File: src/rtl/jtag_master.sv
// JTAG host controller: plays TAP-reset, IR/DR scans and idle clocks on TCK/TMS/TDI and returns the captured TDO bits.
// Optional TRST output is enabled by defining JTAG_MASTER_TRST_EN.
module jtag_master #(
    parameter int CLK_DIV = 2,
    parameter int MAX_LEN = 32,
    parameter int LEN_W   = $clog2(MAX_LEN + 1)
) (
    input  logic               CLK,
    input  logic               RST_N,
    input  logic               cmd_valid,
    output logic               cmd_ready,
    input  logic [1:0]         cmd_op,
    input  logic [LEN_W-1:0]   cmd_len,
    input  logic [MAX_LEN-1:0] cmd_data,
    output logic               rsp_valid,
    output logic [MAX_LEN-1:0] rsp_data,
    output logic               TCK,
    output logic               TMS,
    output logic               TDI,
    input  logic               TDO
`ifdef JTAG_MASTER_TRST_EN
    ,
    output logic               TRST
`endif
);

    // state    | meaning
    // AUTO_RST | TAP-reset sequence after reset, target ends in Run-Test/Idle
    // IDLE     | cmd_ready high, waiting for a command
    // RUN      | playing the TCK/TMS sequence of the latched command
    // RESP     | one-cycle rsp_valid pulse

    localparam int CNT_W = $clog2(MAX_LEN + 7);
    localparam int DIV_W = $clog2(CLK_DIV + 1);
    localparam int IDX_W = (MAX_LEN > 1) ? $clog2(MAX_LEN) : 1;

    localparam logic [1:0] OP_RST  = 2'b00;
    localparam logic [1:0] OP_IR   = 2'b01;
    localparam logic [1:0] OP_DR   = 2'b10;

    localparam logic [DIV_W-1:0] DIV_RELOAD = DIV_W'(CLK_DIV - 1);

    typedef enum logic [1:0] {
        S_AUTO_RST = 2'd0,
        S_IDLE     = 2'd1,
        S_RUN      = 2'd2,
        S_RESP     = 2'd3
    } state_t;

    state_t             r_state, w_state_nxt;
    logic [DIV_W-1:0]   r_div, w_div_nxt;
    logic               r_tck, w_tck_nxt;
    logic               r_tms, w_tms_nxt;
    logic               r_tdi, w_tdi_nxt;
    logic [CNT_W-1:0]   r_cnt, w_cnt_nxt;
    logic [1:0]         r_op, w_op_nxt;
    logic [LEN_W-1:0]   r_len, w_len_nxt;
    logic [MAX_LEN-1:0] r_data, w_data_nxt;
    logic [MAX_LEN-1:0] r_cap, w_cap_nxt;
    logic [MAX_LEN-1:0] r_rsp, w_rsp_nxt;
`ifdef JTAG_MASTER_TRST_EN
    logic               r_trst, w_trst_nxt;
`endif

    logic [LEN_W-1:0]   w_len_c;
    logic [CNT_W-1:0]   w_cnt_inc;
    logic [CNT_W-1:0]   w_sidx;

    // Number of TCK periods before the first shift bit.
    function automatic logic [CNT_W-1:0] f_pre(input logic [1:0] op);
        case (op)
            OP_IR:   f_pre = CNT_W'(4);
            OP_DR:   f_pre = CNT_W'(3);
            default: f_pre = '0;
        endcase
    endfunction

    function automatic logic [CNT_W-1:0] f_total(input logic [1:0] op, input logic [LEN_W-1:0] len);
        case (op)
            OP_RST:  f_total = CNT_W'(6);
            OP_IR,
            OP_DR:   f_total = f_pre(op) + CNT_W'(len) + CNT_W'(2);
            default: f_total = CNT_W'(len);
        endcase
    endfunction

    function automatic logic f_in_shift(input logic [1:0] op, input logic [LEN_W-1:0] len,
                                        input logic [CNT_W-1:0] k);
        f_in_shift = ((op == OP_IR) || (op == OP_DR)) &&
                     (k >= f_pre(op)) && (k < f_pre(op) + CNT_W'(len));
    endfunction

    function automatic logic f_tms(input logic [1:0] op, input logic [LEN_W-1:0] len,
                                   input logic [CNT_W-1:0] k);
        logic [CNT_W-1:0] v_end;
        v_end = f_pre(op) + CNT_W'(len);
        case (op)
            OP_RST: f_tms = (k < CNT_W'(5));
            OP_IR,
            OP_DR: begin
                if (k < f_pre(op))
                    f_tms = (op == OP_IR) ? (k < CNT_W'(2)) : (k == '0);
                else if (k < v_end)
                    f_tms = (k == v_end - CNT_W'(1));
                else
                    f_tms = (k == v_end);
            end
            default: f_tms = 1'b0;
        endcase
    endfunction

    function automatic logic f_tdi(input logic [1:0] op, input logic [LEN_W-1:0] len,
                                   input logic [MAX_LEN-1:0] data, input logic [CNT_W-1:0] k);
        logic [CNT_W-1:0] v_idx;
        v_idx = k - f_pre(op);
        f_tdi = f_in_shift(op, len, k) ? data[v_idx[IDX_W-1:0]] : 1'b0;
    endfunction

    assign w_len_c   = (cmd_len > LEN_W'(MAX_LEN)) ? LEN_W'(MAX_LEN) : cmd_len;
    assign w_cnt_inc = r_cnt + CNT_W'(1);
    assign w_sidx    = r_cnt - f_pre(r_op);

    always_ff @(posedge CLK) begin
        if (!RST_N) begin
            r_state <= S_AUTO_RST;
            // One extra count so the first low phase starts the cycle after release.
            r_div   <= DIV_W'(CLK_DIV);
            r_tck   <= 1'b0;
            r_tms   <= 1'b1;
            r_tdi   <= 1'b0;
            r_cnt   <= '0;
            r_op    <= OP_RST;
            r_len   <= '0;
            r_data  <= '0;
            r_cap   <= '0;
            r_rsp   <= '0;
`ifdef JTAG_MASTER_TRST_EN
            r_trst  <= 1'b1;
`endif
        end else begin
            r_state <= w_state_nxt;
            r_div   <= w_div_nxt;
            r_tck   <= w_tck_nxt;
            r_tms   <= w_tms_nxt;
            r_tdi   <= w_tdi_nxt;
            r_cnt   <= w_cnt_nxt;
            r_op    <= w_op_nxt;
            r_len   <= w_len_nxt;
            r_data  <= w_data_nxt;
            r_cap   <= w_cap_nxt;
            r_rsp   <= w_rsp_nxt;
`ifdef JTAG_MASTER_TRST_EN
            r_trst  <= w_trst_nxt;
`endif
        end
    end

    always_comb begin
        w_state_nxt = r_state;
        w_div_nxt   = r_div;
        w_tck_nxt   = r_tck;
        w_tms_nxt   = r_tms;
        w_tdi_nxt   = r_tdi;
        w_cnt_nxt   = r_cnt;
        w_op_nxt    = r_op;
        w_len_nxt   = r_len;
        w_data_nxt  = r_data;
        w_cap_nxt   = r_cap;
        w_rsp_nxt   = r_rsp;
`ifdef JTAG_MASTER_TRST_EN
        w_trst_nxt  = r_trst;
`endif
        case (r_state)
            S_IDLE: begin
                if (cmd_valid) begin
                    w_op_nxt   = cmd_op;
                    w_len_nxt  = w_len_c;
                    w_data_nxt = cmd_data;
                    w_cap_nxt  = '0;
                    w_cnt_nxt  = '0;
                    w_div_nxt  = DIV_RELOAD;
                    w_tck_nxt  = 1'b0;
                    if (cmd_op != OP_RST && w_len_c == '0) begin
                        w_state_nxt = S_RESP;
                        w_rsp_nxt   = '0;
                    end else begin
                        w_state_nxt = S_RUN;
                        w_tms_nxt   = f_tms(cmd_op, w_len_c, '0);
                        w_tdi_nxt   = f_tdi(cmd_op, w_len_c, cmd_data, '0);
`ifdef JTAG_MASTER_TRST_EN
                        w_trst_nxt  = (cmd_op == OP_RST);
`endif
                    end
                end
            end
            S_AUTO_RST, S_RUN: begin
                if (r_div != '0) begin
                    w_div_nxt = r_div - DIV_W'(1);
                end else begin
                    w_div_nxt = DIV_RELOAD;
                    if (!r_tck) begin
                        w_tck_nxt = 1'b1;
                        if (f_in_shift(r_op, r_len, r_cnt))
                            w_cap_nxt[w_sidx[IDX_W-1:0]] = TDO;
                    end else begin
                        w_tck_nxt = 1'b0;
                        if (r_cnt == f_total(r_op, r_len) - CNT_W'(1)) begin
                            if (r_state == S_AUTO_RST) begin
                                w_state_nxt = S_IDLE;
                            end else begin
                                w_state_nxt = S_RESP;
                                w_rsp_nxt   = r_cap;
                            end
                        end else begin
                            w_cnt_nxt = w_cnt_inc;
                            w_tms_nxt = f_tms(r_op, r_len, w_cnt_inc);
                            w_tdi_nxt = f_tdi(r_op, r_len, r_data, w_cnt_inc);
`ifdef JTAG_MASTER_TRST_EN
                            if (w_cnt_inc == CNT_W'(2))
                                w_trst_nxt = 1'b0;
`endif
                        end
                    end
                end
            end
            S_RESP: begin
                w_state_nxt = S_IDLE;
            end
            default: begin
                w_state_nxt = S_AUTO_RST;
            end
        endcase
    end

    assign cmd_ready = (r_state == S_IDLE);
    assign rsp_valid = (r_state == S_RESP);
    assign rsp_data  = r_rsp;
    assign TCK       = r_tck;
    assign TMS       = r_tms;
    assign TDI       = r_tdi;
`ifdef JTAG_MASTER_TRST_EN
    assign TRST      = r_trst;
`endif

endmodule

File: config.mk
export PLATFORM = sky130hd
export DESIGN_NAME = jtag_master
export DESIGN_NICKNAME = d
export VERILOG_FILES = /design/src/rtl/jtag_master.sv
export SDC_FILE = /design/constraint.sdc
export NUM_CORES = 1
export LEC_CHECK = 0
export ABC_CLOCK_PERIOD_IN_PS = 4000
export BUFFER_PORTS_ARGS = -buffer_cell sky130_fd_sc_hd__buf_2
export CAP_MARGIN = 40
export CORE_MARGIN = 3
export CORE_UTILIZATION = 54
export DETAILED_ROUTE_END_ITERATION = 10
export PLACE_DENSITY = 0.77
export SYNTH_ARGS = -nofsm -noshare
export SYNTH_HDL_FRONTEND = slang
export SYNTH_SLANG_ARGS = --single-unit
File: constraint.sdc
create_clock -name CLK -period 4 [get_ports CLK]
set_clock_uncertainty 0.2 [all_clocks]
set_input_delay 0.8 -clock CLK [delete_from_list [all_inputs] [get_ports CLK]]
set_output_delay 0.8 -clock CLK [all_outputs]
set_load 0.01 [all_outputs]
Word-level counts from Yosys, hierarchy flattened
Cells that the tools add are included.
{"block": "totals", "elab_cells": 178, "out_inout_bits": 37, "inputBits": 44, "register_bits": 117}
{"block": "op_classes", "n_lt_le_gt_ge": 15, "reduce_logical": 31, "addsub": 13, "eq_ne": 20, "mux": 88}
{"op": "32-bit 2-to-1 mux", "n": 10}
{"op": "6-bit 2-to-1 mux", "n": 30}
{"op": "32-bit case mux with 2 select lines", "n": 2}
{"op": "32-bit bitwise mux", "n": 1}
{"op": "6-bit adder", "n": 4}
{"op": "6-bit zero test", "n": 4}
{"op": "1-bit 2-to-1 mux", "n": 24}
{"op": "6-bit case mux with 2 select lines", "n": 2}
{"op": "6-bit == test", "n": 3}
{"op": "5-bit by 6-bit less-than comparator with 1-bit output (second input constant)", "n": 3}
{"op": "6-bit less-than comparator", "n": 3}
{"op": "2-bit != test (second input constant)", "n": 9}
{"op": "6-bit by 1-bit subtractor with 6-bit output (second input constant)", "n": 3}
{"op": "2-bit 2-to-1 mux", "n": 7}
{"op": "6-bit greater-or-equal comparator", "n": 2}
{"op": "1-bit by 6-bit less-than comparator with 1-bit output (first input constant)", "n": 2}
{"op": "3-bit case mux with 2 select lines", "n": 2}
{"op": "1-bit binary-select mux with 5-bit select", "n": 2}
{"op": "1-bit case mux with 2 select lines", "n": 5}
{"op": "5-bit AND reduction", "n": 2}
{"op": "5-bit subtractor", "n": 2}
{"op": "2-bit == test (second input constant)", "n": 4}
{"op": "1-bit logical AND", "n": 8}
{"op": "7-bit AND reduction", "n": 1}
{"op": "22 further kinds", "n": 32}

Depth between registers and ports, before layout
{"block": "depth", "ltp_word": 28, "ltp_mapped": 17, "ltp_nobuf": 15}

Least setup slack after synthesis
Ideal clock, no wire load.
{"block": "synth_timing", "kind": "register -> register", "from": "reg r_op[0]", "to": "reg r_rsp[0], in the netlist rsp_data[0]", "path_buffers": 2, "period_less_slack_ps": 3970, "t_arrival_ps": 3650, "setup_time_ps": 120, "setup_slack_ps": 30, "path_stages_with_launch": 18, "t_required_ps": 3680, "path_cell_list": "dfxtp_1 -> inv_1 -> ha_1 -> buf_2 -> inv_1 -> ha_1 -> inv_1 -> ha_1 -> ha_1 -> a211oi_1 -> o22ai_1 -> nor3_1 -> nand3_1 -> o31a_1 -> a2111oi_4 -> a21oi_4 -> buf_6 -> mux2i_1"}
{"block": "synth_between", "elab_chain_len": 16, "elab_cells_between_ends": 19, "classes_between": "add/sub: 3; eq/ne: 4; mux: 9; reduce/logical: 3"}
{"item": "from (decl)", "line_no": "56", "source": "logic [1:0] r_op, w_op_nxt;"}
{"item": "from (signal assigned)", "line_no": "147", "source": "r_op <= w_op_nxt;"}
{"item": "2-bit == test or 2-bit by 1-bit == test with 1-bit output (tied branches)", "line_no": "71, 79"}
{"item": "3-bit case mux with 2 select lines", "line_no": "71", "source": "case (op)"}
{"item": "6-bit 2-to-1 mux", "line_no": "79", "source": "case (op)"}
{"item": "6-bit 2-to-1 mux", "line_no": "201", "source": "if (!r_tck) begin"}
{"item": "6-bit 2-to-1 mux", "line_no": "197", "source": "if (r_div != '0) begin"}
{"item": "6-bit 2-to-1 mux", "line_no": "173", "source": "case (r_state)"}
{"item": "6-bit adder", "line_no": "82", "source": "OP_DR: f_total = f_pre(op) + CNT_W'(len) + CNT_W'(2);"}
{"item": "6-bit by 2-bit adder with 6-bit output", "line_no": "82"}
{"item": "6-bit case mux with 2 select lines (*)", "line_no": "79"}
{"item": "6-bit 2-to-1 mux (*)", "line_no": "201"}
{"item": "6-bit 2-to-1 mux (*)", "line_no": "197"}
{"item": "6-bit 2-to-1 mux (*)", "line_no": "173"}
{"item": "6-bit by 1-bit subtractor with 6-bit output (*)", "line_no": "207", "source": "if (r_cnt == f_total(r_op, r_len) - CNT_W'(1)) begin"}
{"item": "6-bit == test (*)", "line_no": "207"}
{"item": "2-bit != test (no line) (*)"}
{"item": "7-bit AND reduction (no line) (*)"}
{"item": "to (signal assigned)", "line_no": "151", "source": "r_rsp <= w_rsp_nxt;"}
{"item": "to (decl)", "line_no": "60", "source": "logic [MAX_LEN-1:0] r_rsp, w_rsp_nxt;"}
Mark *: on every way between the ends. The rest lies on a longest branch, timed or not. The select of a mux whose other input is x is not followed.
A chain may end at the register's enable or synchronous reset.

Worst setup path after layout
{"block": "layout_timing", "from": "reg r_op[0]", "to": "reg r_rsp[19], in the netlist rsp_data[19]"}
The elaborated chain is that of the path after synthesis.

==> summary.md <==
| Metric | Value |
|---|---|
| Register area share after synthesis | `32.8%` |
| Peak supply drop | `0.509 mV` |
| First-pass GRT wire length | `28400 um` |
| CTS clk-pin slew, worst paths | `60 ps` |
| CP max stage delay | `530 ps` |
| Largest net degree at the start of global routing | `59` |
| Ranking of synthesized cells by area | `dfxtp_1 33%, a21boi_0 7.6%, mux2i_1 7.0%, nand2_1 7.0%, ha_1 6.3%` |
| Pwr Density | `333 nW/um^2` |
| Global route overflow | `0` |
| Antenna diodes | `0` |
| Async set-or-reset flop fraction in the synthesized netlist | `0%` |
| Most common cell in the netlist | `nand2_1` |
| Syn. warnings | `0` |
| Worst skew pair latency | `420 ps` |
| Post-synth top cells | `133 x nand2_1, 117 x dfxtp_1, 72 x a21boi_0` |
| Layout overhead on the synthesized area | `18.3%` |
| Leak | `3.33 nW` |
| I/O Pins | `81` |
| Final setup fails | `0` |
| Type of origin of the critical path | `flop` |
| Max clock buf depth | `2` |
| Nets | `1000` |
| Final min period | `3830 ps` |
| Final Hold Fails | `0` |
| Top-area cell type share of the netlist area | `32.8%` |
| Placer Congestion | `0.957` |
| HP Class | `flop to flop` |
| RSZ-0062 raised after global routing | `false` |
| CTS tree | `built` |
| Tightest Pin Transition | `822 ps` |
| Status | `completed` |
| Avg Cell Area, Syn | `8.34 sq um` |
| Crit-path max FO | `8` |
| Primary FF master, synth | `dfxtp_1` |
| Clock Tree Root | `clkbuf_16` |
| CP required | `4100 ps` |
| Util after Layout | `66.1%` |
| Effective utilization at floorplan | `55.9%` |
| Synthesized cell area | `7140 sq um` |
| Kind of critical path | `flop to flop` |
| Final WL | `17600 um` |
| Pwr Total | `2.81 mW` |
| Critical-path cell list | `inv_2 > ha_2 > inv_2 > ha_4 > inv_1 > ha_2 > a211oi_2 > or2_4 > ha_4 > xnor2_1 > nand3_1 > o31a_1 > a2111oi_4 > a21oi_4 > buf_6 > clkbuf_16 > mux2i_1` |
| Slew headroom | `44.8%` |
| Yosys reg bits | `117` |
| Vias post-DR | `6428` |
| Via density | `5.82` |
| Post-synth net total | `937` |
| Share of layout cells above drive strength 1 | `19.3%` |
| Port bufs | `80` |
| DRC | `0` |
| Slew Viols, Final | `0` |
| Unique masters post-synth | `66` |
| Crit-path slowest cell | `a2111oi_4` |
| Die extent in y | `121 um` |
| Final period util | `95.8%` |
| HPWL after detailed placement | `11700 um` |
| Number of global-route vias before repair | `5883` |
| Initial antenna violation count | `0` |
| Fillers | `1019` |
| CTS buffer count | `17` |
| Crit end category | `flop` |
| Post-synth EDFFs | `0` |
| Syn Inst Count | `856` |
| Wire per inst | `15.9 um` |
| CTS sink cnt | `117` |
| Overall routing resource usage | `23.7%` |
| Arr. time, crit path | `3930 ps` |
| Detailed Route Iter0 Violations | `593` |
| H-tree depth | `4` |
| Core ar. | `12800 sq um` |
| Leading area contributor after synthesis | `dfxtp_1` |
| Drt first pass iters | `5` |
| DRT antenna net count | `0` |
| Setup TNS | `0 ps` |
| DIE WIDTH | `121 um` |
| FMAX | `261 MHz` |
| DIE AREA | `14600 sq um` |
| MaxCap Viol Count | `0` |
| Rows | `41` |
-- state kept, by name, indices dropped and copies added, names as in the netlist --
signal and flops:
r_len 6, r_div 2, TDI 1, r_op 2
r_cnt 6, r_state 2, TCK 1, r_data 32
r_cap 32, rsp_data 32, TMS 1
-- worst max-delay path, delay by kind of cell (launching register included) --
family | cells | cell delay [ps]
compound gates | 4 | 1100
fa+ha+maj | 4 | 1000
buf+inv | 5 | 480
simple gates | 2 | 370
flops | 1 | 320
xor+xnor | 1 | 130
mux | 1 | 120
-- final cells by class --
| type | instances | area [sq um] | share of cell area (%) |
|---|---|---|---|
| Multi-Input combinational cell | 650 | 4500 | 53.3 |
| Sequential cell | 117 | 2340 | 27.8 |
| Timing Repair Buffer | 110 | 703 | 8.33 |
| Clock buffer | 19 | 453 | 5.36 |
| Tap cell | 172 | 215 | 2.55 |
| Clock inverter | 13 | 145 | 1.72 |
| Inverter | 23 | 86.3 | 1.02 |
-- timing repair --
| action | CTS | global route |
|---|---|---|
| setup endpoints to repair | 0 | 69 |
| setup buffers | 0 | 5 |
| hold buffers | 0 | 0 |
| resized for setup | 0 | 18 |
-- stage by stage --
step / worst slack [ps] / std cells / cell area [sq um] / hold slack (ps)
2_1_floorplan: 30.4 / 856 / 7140 / 240
3_3_place_gp: 206 / 1066 / 7690 / 243
3_5_place_dp: 91.3 / 1066 / 7690 / 249
4_1_cts: 47.3 / 1098 / 8290 / 257
5_1_grt: 2.62 / 1104 / 8440 / 272
6_report: 168 / 1104 / 8440 / 252
-- power breakdown --
| part | internal [mW] | total, mW | leakage [nW] | switching (mW) |
|---|---|---|---|---|
| combinational | 0.0501 | 0.115 | 2.10 | 0.0647 |
| clock | 0.955 | 1.52 | 0.287 | 0.569 |
| sequential | 1.17 | 1.17 | 0.943 | 0.00588 |
-- cell families after synthesis --
| kind of cell | count (synthesis) | share of synthesized area [%] |
|---|---|---|
| AOI/OAI and AO/OA | 215 | 20.9 |
| xor gates and xnor gates | 35 | 4.50 |
| adders and majority gates | 38 | 6.73 |
| buffers and inverters | 89 | 5.06 |
| DFF | 117 | 32.8 |
| muxes | 58 | 9.53 |
| and+or+nand+nor | 304 | 20.5 |
-- final timing paths --
kind	startpoint	to	slack, ps	cells after the start
worst min-delay path	rsp_data[12]	rsp_data[12]	250	2
worst min register to register	rsp_data[12]	rsp_data[12]	250	2
worst max-delay path	r_op[0]	rsp_data[19]	170	17
worst max register to register	r_op[0]	rsp_data[19]	170	17
-- cells in the final DEF, fill, tap and decap left out, types with 6 or more instances in the layout --
master,Yosys,routed
mux2i_1,50,50
a21oi_1,43,43
nand2_1,133,133
o21a_1,6,6
mux4_2,8,8
buf_4,0,24
nor3_1,12,11
xnor2_1,25,25
nand2b_1,9,9
o21ai_0,44,43
nand4_1,35,35
buf_2,4,79
a21boi_0,72,72
nor2_1,29,28
inv_1,23,21
ha_1,36,31
and2_1,8,8
nand3_1,39,39
and3_1,6,6
nor2b_1,12,11
dfxtp_1,117,116
clkbuf_16,0,19
xor2_1,8,8
-- routing by layer --
layer,global-route usage [%],routed length (um),up-vias,share of wire [%]
met1,32.3,8220,3001,47
met3,5.78,1030,29,5.9
met2,37.0,7960,220,45
li1,-,-,3178,-
met4,7.86,350,0,2.0
met5,0,0,-,0
Note: power is estimated with default switching activity, not from simulation.
